## src/rtl/aes_pkg.sv

```systemverilog
// Shared AES key-schedule types, tables and mode helpers.
package aes_pkg;

    typedef enum logic [1:0] {
        AES128  = 2'b00,
        AES192  = 2'b01,
        AES256  = 2'b10,
        AES_ILL = 2'b11
    } aes_mode_e;

    typedef enum logic [1:0] {
        S_IDLE  = 2'd0,
        S_GEN   = 2'd1,
        S_DRAIN = 2'd2
    } kx_state_e;

    localparam logic [7:0] RCON [10] = '{
        8'h01, 8'h02, 8'h04, 8'h08, 8'h10, 8'h20, 8'h40, 8'h80, 8'h1b, 8'h36
    };

    localparam logic [7:0] SBOX [256] = '{
        8'h63, 8'h7c, 8'h77, 8'h7b, 8'hf2, 8'h6b, 8'h6f, 8'hc5, 8'h30, 8'h01, 8'h67, 8'h2b, 8'hfe, 8'hd7, 8'hab, 8'h76,
        8'hca, 8'h82, 8'hc9, 8'h7d, 8'hfa, 8'h59, 8'h47, 8'hf0, 8'had, 8'hd4, 8'ha2, 8'haf, 8'h9c, 8'ha4, 8'h72, 8'hc0,
        8'hb7, 8'hfd, 8'h93, 8'h26, 8'h36, 8'h3f, 8'hf7, 8'hcc, 8'h34, 8'ha5, 8'he5, 8'hf1, 8'h71, 8'hd8, 8'h31, 8'h15,
        8'h04, 8'hc7, 8'h23, 8'hc3, 8'h18, 8'h96, 8'h05, 8'h9a, 8'h07, 8'h12, 8'h80, 8'he2, 8'heb, 8'h27, 8'hb2, 8'h75,
        8'h09, 8'h83, 8'h2c, 8'h1a, 8'h1b, 8'h6e, 8'h5a, 8'ha0, 8'h52, 8'h3b, 8'hd6, 8'hb3, 8'h29, 8'he3, 8'h2f, 8'h84,
        8'h53, 8'hd1, 8'h00, 8'hed, 8'h20, 8'hfc, 8'hb1, 8'h5b, 8'h6a, 8'hcb, 8'hbe, 8'h39, 8'h4a, 8'h4c, 8'h58, 8'hcf,
        8'hd0, 8'hef, 8'haa, 8'hfb, 8'h43, 8'h4d, 8'h33, 8'h85, 8'h45, 8'hf9, 8'h02, 8'h7f, 8'h50, 8'h3c, 8'h9f, 8'ha8,
        8'h51, 8'ha3, 8'h40, 8'h8f, 8'h92, 8'h9d, 8'h38, 8'hf5, 8'hbc, 8'hb6, 8'hda, 8'h21, 8'h10, 8'hff, 8'hf3, 8'hd2,
        8'hcd, 8'h0c, 8'h13, 8'hec, 8'h5f, 8'h97, 8'h44, 8'h17, 8'hc4, 8'ha7, 8'h7e, 8'h3d, 8'h64, 8'h5d, 8'h19, 8'h73,
        8'h60, 8'h81, 8'h4f, 8'hdc, 8'h22, 8'h2a, 8'h90, 8'h88, 8'h46, 8'hee, 8'hb8, 8'h14, 8'hde, 8'h5e, 8'h0b, 8'hdb,
        8'he0, 8'h32, 8'h3a, 8'h0a, 8'h49, 8'h06, 8'h24, 8'h5c, 8'hc2, 8'hd3, 8'hac, 8'h62, 8'h91, 8'h95, 8'he4, 8'h79,
        8'he7, 8'hc8, 8'h37, 8'h6d, 8'h8d, 8'hd5, 8'h4e, 8'ha9, 8'h6c, 8'h56, 8'hf4, 8'hea, 8'h65, 8'h7a, 8'hae, 8'h08,
        8'hba, 8'h78, 8'h25, 8'h2e, 8'h1c, 8'ha6, 8'hb4, 8'hc6, 8'he8, 8'hdd, 8'h74, 8'h1f, 8'h4b, 8'hbd, 8'h8b, 8'h8a,
        8'h70, 8'h3e, 8'hb5, 8'h66, 8'h48, 8'h03, 8'hf6, 8'h0e, 8'h61, 8'h35, 8'h57, 8'hb9, 8'h86, 8'hc1, 8'h1d, 8'h9e,
        8'he1, 8'hf8, 8'h98, 8'h11, 8'h69, 8'hd9, 8'h8e, 8'h94, 8'h9b, 8'h1e, 8'h87, 8'he9, 8'hce, 8'h55, 8'h28, 8'hdf,
        8'h8c, 8'ha1, 8'h89, 8'h0d, 8'hbf, 8'he6, 8'h42, 8'h68, 8'h41, 8'h99, 8'h2d, 8'h0f, 8'hb0, 8'h54, 8'hbb, 8'h16
    };

    // Key length in 32-bit words.
    function automatic logic [3:0] nk_of(input aes_mode_e m);
        case (m)
            AES128:  return 4'd4;
            AES192:  return 4'd6;
            default: return 4'd8;
        endcase
    endfunction

    // Number of cipher rounds (round keys = nr + 1).
    function automatic logic [3:0] nr_of(input aes_mode_e m);
        case (m)
            AES128:  return 4'd10;
            AES192:  return 4'd12;
            default: return 4'd14;
        endcase
    endfunction

endpackage

```

## src/rtl/aes_sbox.sv

```systemverilog
// Combinational AES forward S-box, one byte in, one byte out.
module aes_sbox
    import aes_pkg::*;
(
    input  logic [7:0] din,
    output logic [7:0] dout
);

    assign dout = SBOX[din];

endmodule

```

## src/rtl/aes_key_expander.sv

```systemverilog
// Iterative AES-128/192/256 key schedule. One schedule word per un-stalled
// cycle, four words packed into each round key, streamed over valid/ready.
module aes_key_expander
    import aes_pkg::*;
#(
    parameter int MAX_KEY_BITS = 256
) (
    input  logic                    clk,
    input  logic                    rst_n,
    input  logic                    start,
    input  logic [1:0]              mode,
    input  logic [MAX_KEY_BITS-1:0] key,
    output logic [127:0]            rk,
    output logic [3:0]              rk_idx,
    output logic                    rk_last,
    output logic                    rk_valid,
    input  logic                    rk_ready,
    output logic                    busy,
    output logic                    done,
    output logic                    err
);

    kx_state_e               state;
    logic [3:0]              nk_q, nr_q;
    logic [5:0]              j_q;      // index of the next word to generate
    logic [2:0]              kpos_q;   // j_q mod Nk
    logic [3:0]              ri_q;     // next RCON entry
    logic [MAX_KEY_BITS-1:0] key_q;    // unconsumed key words, next one in [31:0]
    logic [7:0][31:0]        win;      // win[0] = w[j-1], win[i] = w[j-1-i]
    logic [2:0][31:0]        pk;       // first three words of the round key being built
    logic [1:0]              pcnt;
    logic [3:0]              nidx;     // round number of the next round key

    logic        mode_ok, cap, stall, commit, wr, hs, key_phase, last_word;
    logic        rot_case, sub_case;
    logic [31:0] prev, old, sb_in, sb_out, t, w_new, word;

    assign mode_ok   = (mode != AES_ILL) &&
                       (32 * int'(nk_of(aes_mode_e'(mode))) <= MAX_KEY_BITS);
    assign cap       = (state == S_IDLE) && start && mode_ok;
    assign hs        = rk_valid && rk_ready;
    // Only the word that completes a round key can be blocked by the output slot.
    assign stall     = (pcnt == 2'd3) && rk_valid && !rk_ready;
    assign commit    = (state == S_GEN) && !stall;
    // The capture cycle commits w[0] directly from the key port, which is
    // what puts round key 0 on the output four cycles after start.
    assign wr        = cap || commit;
    assign key_phase = j_q < {2'b00, nk_q};
    assign last_word = j_q == {nr_q, 2'b11};

    assign prev     = win[0];
    assign old      = win[3'(nk_q - 4'd1)];
    assign rot_case = (kpos_q == 3'd0);
    assign sub_case = (nk_q == 4'd8) && (kpos_q == 3'd4);
    // RotWord: byte 0 sits in [7:0], so rotating bytes left is a right shift.
    assign sb_in    = rot_case ? {prev[7:0], prev[31:8]} : prev;

    for (genvar b = 0; b < 4; b++) begin : g_sbox
        aes_sbox u_sbox (
            .din  (sb_in[8*b +: 8]),
            .dout (sb_out[8*b +: 8])
        );
    end

    // Next schedule word from the window and the shared SubWord result.
    always_comb begin
        t = prev;
        if (rot_case)
            t = sb_out ^ {24'h0, RCON[ri_q]};
        else if (sub_case)
            t = sb_out;
        w_new = key_phase ? key_q[31:0] : (old ^ t);
        word  = cap ? key[31:0] : w_new;
    end

    // Control FSM: capture, word/rcon counters, busy/done/err pulses.
    always_ff @(posedge clk or negedge rst_n) begin
        if (!rst_n) begin
            state  <= S_IDLE;
            nk_q   <= '0;
            nr_q   <= '0;
            j_q    <= '0;
            kpos_q <= '0;
            ri_q   <= '0;
            key_q  <= '0;
            busy   <= 1'b0;
            done   <= 1'b0;
            err    <= 1'b0;
        end else begin
            done <= 1'b0;
            err  <= 1'b0;
            case (state)
                S_IDLE: begin
                    if (start) begin
                        if (mode_ok) begin
                            state  <= S_GEN;
                            busy   <= 1'b1;
                            nk_q   <= nk_of(aes_mode_e'(mode));
                            nr_q   <= nr_of(aes_mode_e'(mode));
                            key_q  <= key >> 32;
                            j_q    <= 6'd1;
                            kpos_q <= 3'd1;
                            ri_q   <= '0;
                        end else begin
                            err <= 1'b1;
                        end
                    end
                end
                S_GEN: begin
                    if (commit) begin
                        j_q    <= j_q + 6'd1;
                        kpos_q <= ({1'b0, kpos_q} == nk_q - 4'd1) ? 3'd0 : kpos_q + 3'd1;
                        if (key_phase)
                            key_q <= key_q >> 32;
                        else if (rot_case)
                            ri_q <= ri_q + 4'd1;
                        if (last_word)
                            state <= S_DRAIN;
                    end
                end
                S_DRAIN: begin
                    if (hs) begin
                        state <= S_IDLE;
                        busy  <= 1'b0;
                        done  <= 1'b1;
                    end
                end
                default: state <= S_IDLE;
            endcase
        end
    end

    // Word window, packer and round-key output register.
    always_ff @(posedge clk or negedge rst_n) begin
        if (!rst_n) begin
            win      <= '0;
            pk       <= '0;
            pcnt     <= '0;
            nidx     <= '0;
            rk       <= '0;
            rk_idx   <= '0;
            rk_last  <= 1'b0;
            rk_valid <= 1'b0;
        end else begin
            if (hs)
                rk_valid <= 1'b0;
            if (wr) begin
                win <= {win[6:0], word};
                if (cap) begin
                    pk[0] <= word;
                    pcnt  <= 2'd1;
                    nidx  <= '0;
                end else if (pcnt == 2'd3) begin
                    rk       <= {word, pk[2], pk[1], pk[0]};
                    rk_valid <= 1'b1;
                    rk_idx   <= nidx;
                    rk_last  <= (nidx == nr_q);
                    nidx     <= nidx + 4'd1;
                    pcnt     <= 2'd0;
                end else begin
                    case (pcnt)
                        2'd0:    pk[0] <= word;
                        2'd1:    pk[1] <= word;
                        default: pk[2] <= word;
                    endcase
                    pcnt <= pcnt + 2'd1;
                end
            end
        end
    end

endmodule

```

## config.mk

```make
export PLATFORM = sky130hd
export DESIGN_NAME = aes_key_expander
export DESIGN_NICKNAME = d
export VERILOG_FILES = /design/src/rtl/aes_pkg.sv /design/src/rtl/aes_sbox.sv /design/src/rtl/aes_key_expander.sv
export SDC_FILE = /design/constraint.sdc
export NUM_CORES = 2
export LEC_CHECK = 0
export ABC_AREA = 1
export BUFFER_PORTS_ARGS = -buffer_cell sky130_fd_sc_hd__buf_2
export CAP_MARGIN = 20
export CORE_ASPECT_RATIO = 0.75
export CORE_MARGIN = 2
export CORE_UTILIZATION = 35
export CTS_BUF_LIST = sky130_fd_sc_hd__clkbuf_8 sky130_fd_sc_hd__clkbuf_16
export CTS_CLUSTER_DIAMETER = 100
export DETAILED_ROUTE_END_ITERATION = 12
export PLACE_DENSITY = 0.56
export SLEW_MARGIN = 10
export SYNTH_ARGS = -nofsm -noshare
export SYNTH_HDL_FRONTEND = slang
export SYNTH_SLANG_ARGS = --single-unit
```

## constraint.sdc

```tcl
create_clock -name clk -period 7.9 [get_ports clk]
set_input_delay 1.58 -clock clk [delete_from_list [all_inputs] [get_ports clk]]
set_output_delay 1.58 -clock clk [all_outputs]
set_load 0.02 [all_outputs]
```

==> impl.org <==
** Synth
- Counting every instance in the synthesized netlist gives roughly 6.4k.
- Of all cell types, the one taking the most synthesized area is dfrtp_1.
- Synthesis produced a netlist with a net count of between 6k and 7k.
- The top cell type by area accounts for between 40% and 50% of the synthesized area.
- Top post-synthesis cells by area :: dfrtp_1 (42%), nand2_1 (21%), nand3_1 (10%)
- EDFF count, synth :: 0
- Register area share after synthesis :: between 40% and 50%
- Yosys synthesis warning count :: 0
- Among all flip-flop cells after synthesis, the most frequent one is dfrtp_1.
- After synthesis, the share of flip-flops with an asynchronous set or reset is 100%.
- The netlist uses 46 different library cells.
- Synthesized area divided by synthesized cell count :: 6.90 um2
- Number of register bits inferred by synthesis :: between 700 and 800
- The mapped netlist covers between 0.04 and 0.05 mm2.

** CTS
- The tree is rooted in a clkbuf_16.
- Setup Fix Bufs, Post-CTS :: 0
- Hold_buf cts :: 0
- The H-tree was split into 3 levels.
- Maximum buffer depth of the clock tree :: 3
- For this design, the sink count on the clock tree is 740.
- Post-CTS repair changed the size of 0 cells.
- CTS tree :: built
- Clock insertion delay at the later pin of the skew report :: roughly 660 ps
- After clock tree synthesis, the clock-pin slew on the worst setup and hold paths is roughly 70 ps.
- Clock tree synthesis inserted a total of between 70 and 80 buffers.

** Detailed routing
- Final wirelength :: 187 mm
- Routed wirelength normalized by instance count :: 22.6 um
- The detailed router finished its first iteration with ~6k violations.
- Final routed DRC violation total :: 0
- Routed via count :: between 40k and 50k
- The pre-antenna-repair detailed-routing pass consisted of 7 iterations.
- Once detail routing completed, the nets flagged for antenna violations numbered 0.
- Via density per instance :: between 5 and 6

** Timing
- Final Setup Violations :: 0
- The number of hold violations in the final report was 0.
- Slew at the pin closest to its max-slew limit :: between 1000 and 1500 ps
- The total count of max-transition violations in the final report is 0.
- Fin Clk Skew :: between 20 and 25 ps
- Max-Slew Margin vs Limit :: between 20% and 30%
- RSZ-0062 raised after global routing :: false
- After layout, the worst path uses between 60% and 70% of the clock period.
- Fin Setup TNS :: 0 ps
- Counting I/O delays and the setup requirement, the final critical path takes a little over 5000 ps.
- Static timing analysis puts the maximum clock frequency at 195 MHz.

** Global routing
- Global routing finished with a remaining overflow of 0.
- In the global route stage, overall resource usage came out at between 20% and 30%.
- The number of global-route vias before repair was roughly 42k.
- The first global-routing pass estimated about 280 mm of wire.
- Entering global routing, the biggest net connects between 200 and 250 pins.
- Initial antenna violation count :: 37

** Critical path
- STA puts the critical path data required time at between 8000 and 9000 ps.
- The setup path with the least slack is of type reg -> reg.
- Nature of the critical path endpoint :: flop
- Across all register-to-register paths, the minimum setup slack is approximately 2800 ps.
- The endpoint identified for the worst register-to-register timing path is rk[100].
- Walking the worst path, the cells encountered are inv_1 > ha_1 > inv_2 > nor2_8 > nand2_1 > nand2_4 > buf_4 > nand3_1 > nand3_1 > nand3_1 > nand3_1 > nand3_1 > nand2_1 > nand2_1 > nand3_1 > nand2_1 > nand2_1 > nand3_1 > nand2_1 > nand2_2 > nand2_1 > nand2_1.
- The worst setup path is launched from a flop.
- Following the worst setup path forward leads to its endpoint at rk[100].
- Worst-path fanout max :: 52
- Worst Reg-to-Reg Cells :: 22
- The largest individual stage delay along the critical path comes from the cell nor2_8.
- Worst r2r src :: kpos_q[0]
- Counting stages on the worst path, the most repeated cell is nand2_1.
- Worst endpoint data arrival time :: approximately 5700 ps
- Tracing the worst setup path back leads to its startpoint at kpos_q[0].
- In this design, the stage delay of the slowest critical-path cell is between 500 and 600 ps.

** Floorplan
- Horizontal die dimension :: 414 um
- The floorplan step defined a die boundary enclosing ~0.13 mm2.
- DIE HEIGHT :: between 300 and 400 um
- Effective utilization at floorplan :: ~35%
- The floorplan has 112 rows.
- For this design the top-level I/O count stands at about 400.
- The core region is around 0.12 mm2.

** Final layout
- The library cell used most frequently in the layout, excluding fill and tap cells, is nand2_1.
- The top cell types in the final layout, fill and taps aside, are nand2_1 (2513), nand3_1 (911), dfrtp_1 (739).
- After filler insertion, the fill cell instance count of the layout stands at roughly 13k.
- Fraction of final layout cells sized beyond drive strength 1 :: between 10% and 20%
- In the final design database the tool counted around 6.9k nets.
- Area growth syn-to-layout :: 12.1%

** Run status
- Status :: finished clean

** Min path
- Hold Path Origin :: rk[58]
- Hold WC Path Type :: reg -> reg

** Place
- Number of I/O port buffers :: 398
- Final weighted congestion in routability-driven placement :: between 0.9 and 1
- Total half-perimeter wirelength after legalization and detailed placement :: between 100 and 150 mm

** Flow run
- The tool flagged a number of max-cap violations equal to 0.
-- critical path, delay by kind of cell (launching register included) --
| kind | cells | cell delay (ps) |
|---|---|---|
| fa+ha+maj | 1 | 460 |
| buf+inv | 3 | 670 |
| simple gates | 18 | 3460 |
| flops | 1 | 380 |
-- cells in the mapped netlist (2+ instances only) --
cell	count
a21o_1	2
a21oi_1	161
a21oi_2	5
a21oi_4	3
a31oi_1	46
a32oi_1	28
buf_1	19
buf_2	106
buf_4	25
buf_6	18
clkbuf_1	243
clkinv_1	6
dfrtp_1	740
ha_1	50
inv_1	473
inv_2	21
nand2_1	2515
nand2_2	46
nand3_1	912
nand3b_1	6
nand4_1	15
nor2_1	223
nor2_2	6
nor3_1	7
o211ai_1	224
o21a_1	3
o21ai_0	415
o21ai_1	33
o21ai_2	14
o21ai_4	7
o221ai_1	3
o22ai_1	18
o41ai_1	2
xor2_1	3
-- metrics by stage --
stage	cells	hold slack (ps)	setup WS, ps	area (um2)	utilization, %
2_1_floorplan	6410	442	4590	44200	-
3_3_place_gp	8117	451	2940	47100	37.7
3_5_place_dp	8117	455	2970	47100	37.7
4_1_cts	8249	471	2950	49500	39.7
5_1_grt	8256	485	2370	49600	39.7
6_report	8259	467	2770	49600	39.7
-- registers in the layout (all words and copies together) (netlist names), 2 cells and up --
name    flops
nk_q        3
nidx        4
state       2
pcnt        2
rk        128
win       224
pk         96
rk_idx      4
prev       32
j_q         6
ri_q        4
kpos_q      3
nr_q        3
key_q     224
-- final cells by class --
| type | count | area, um2 | share of cell area, % |
|---|---|---|---|
| multi-input combinational | 4758 | 22000 | 44.4 |
| timing repair buffer | 465 | 2590 | 5.23 |
| tap | 1653 | 2070 | 4.17 |
| inverter | 501 | 1900 | 3.82 |
| sequential | 740 | 18500 | 37.4 |
| clock inverter | 45 | 407 | 0.820 |
| clock buffer | 87 | 2030 | 4.10 |
| antenna | 10 | 25.0 | 0.0505 |
-- metal layers --
metal	track usage, %	vias up	part of all wire (%)
met3	6.99	334	10
met1	41.6	21900	45
li1	-	21100	-
met2	39.8	2136	42
met5	0	-	0.15
met4	7.99	42	3.0
-- kinds of logic after synthesis --
kind of cell	Yosys count	synth area share [%]
fa+ha+maj	50	1.42
compound gates	969	13.2
buf+inv	912	8.57
simple gates	3735	34.9
xor+xnor	4	0.0793
flops	740	41.9
-- worst min-delay path by stage --
stage | to | slack (ps) | cells past startpoint
after floorplan | win[128] | 440 | 2
after global placement | rk[29] | 450 | 2
after detailed placement | rk[42] | 450 | 2
after CTS | rk[13] | 470 | 2
after global routing | win[80] | 480 | 2
final | rk[58] | 470 | 2
Power is not shown: default switching activity piles up to over one toggle a cycle in this logic, so the estimate is an artifact.
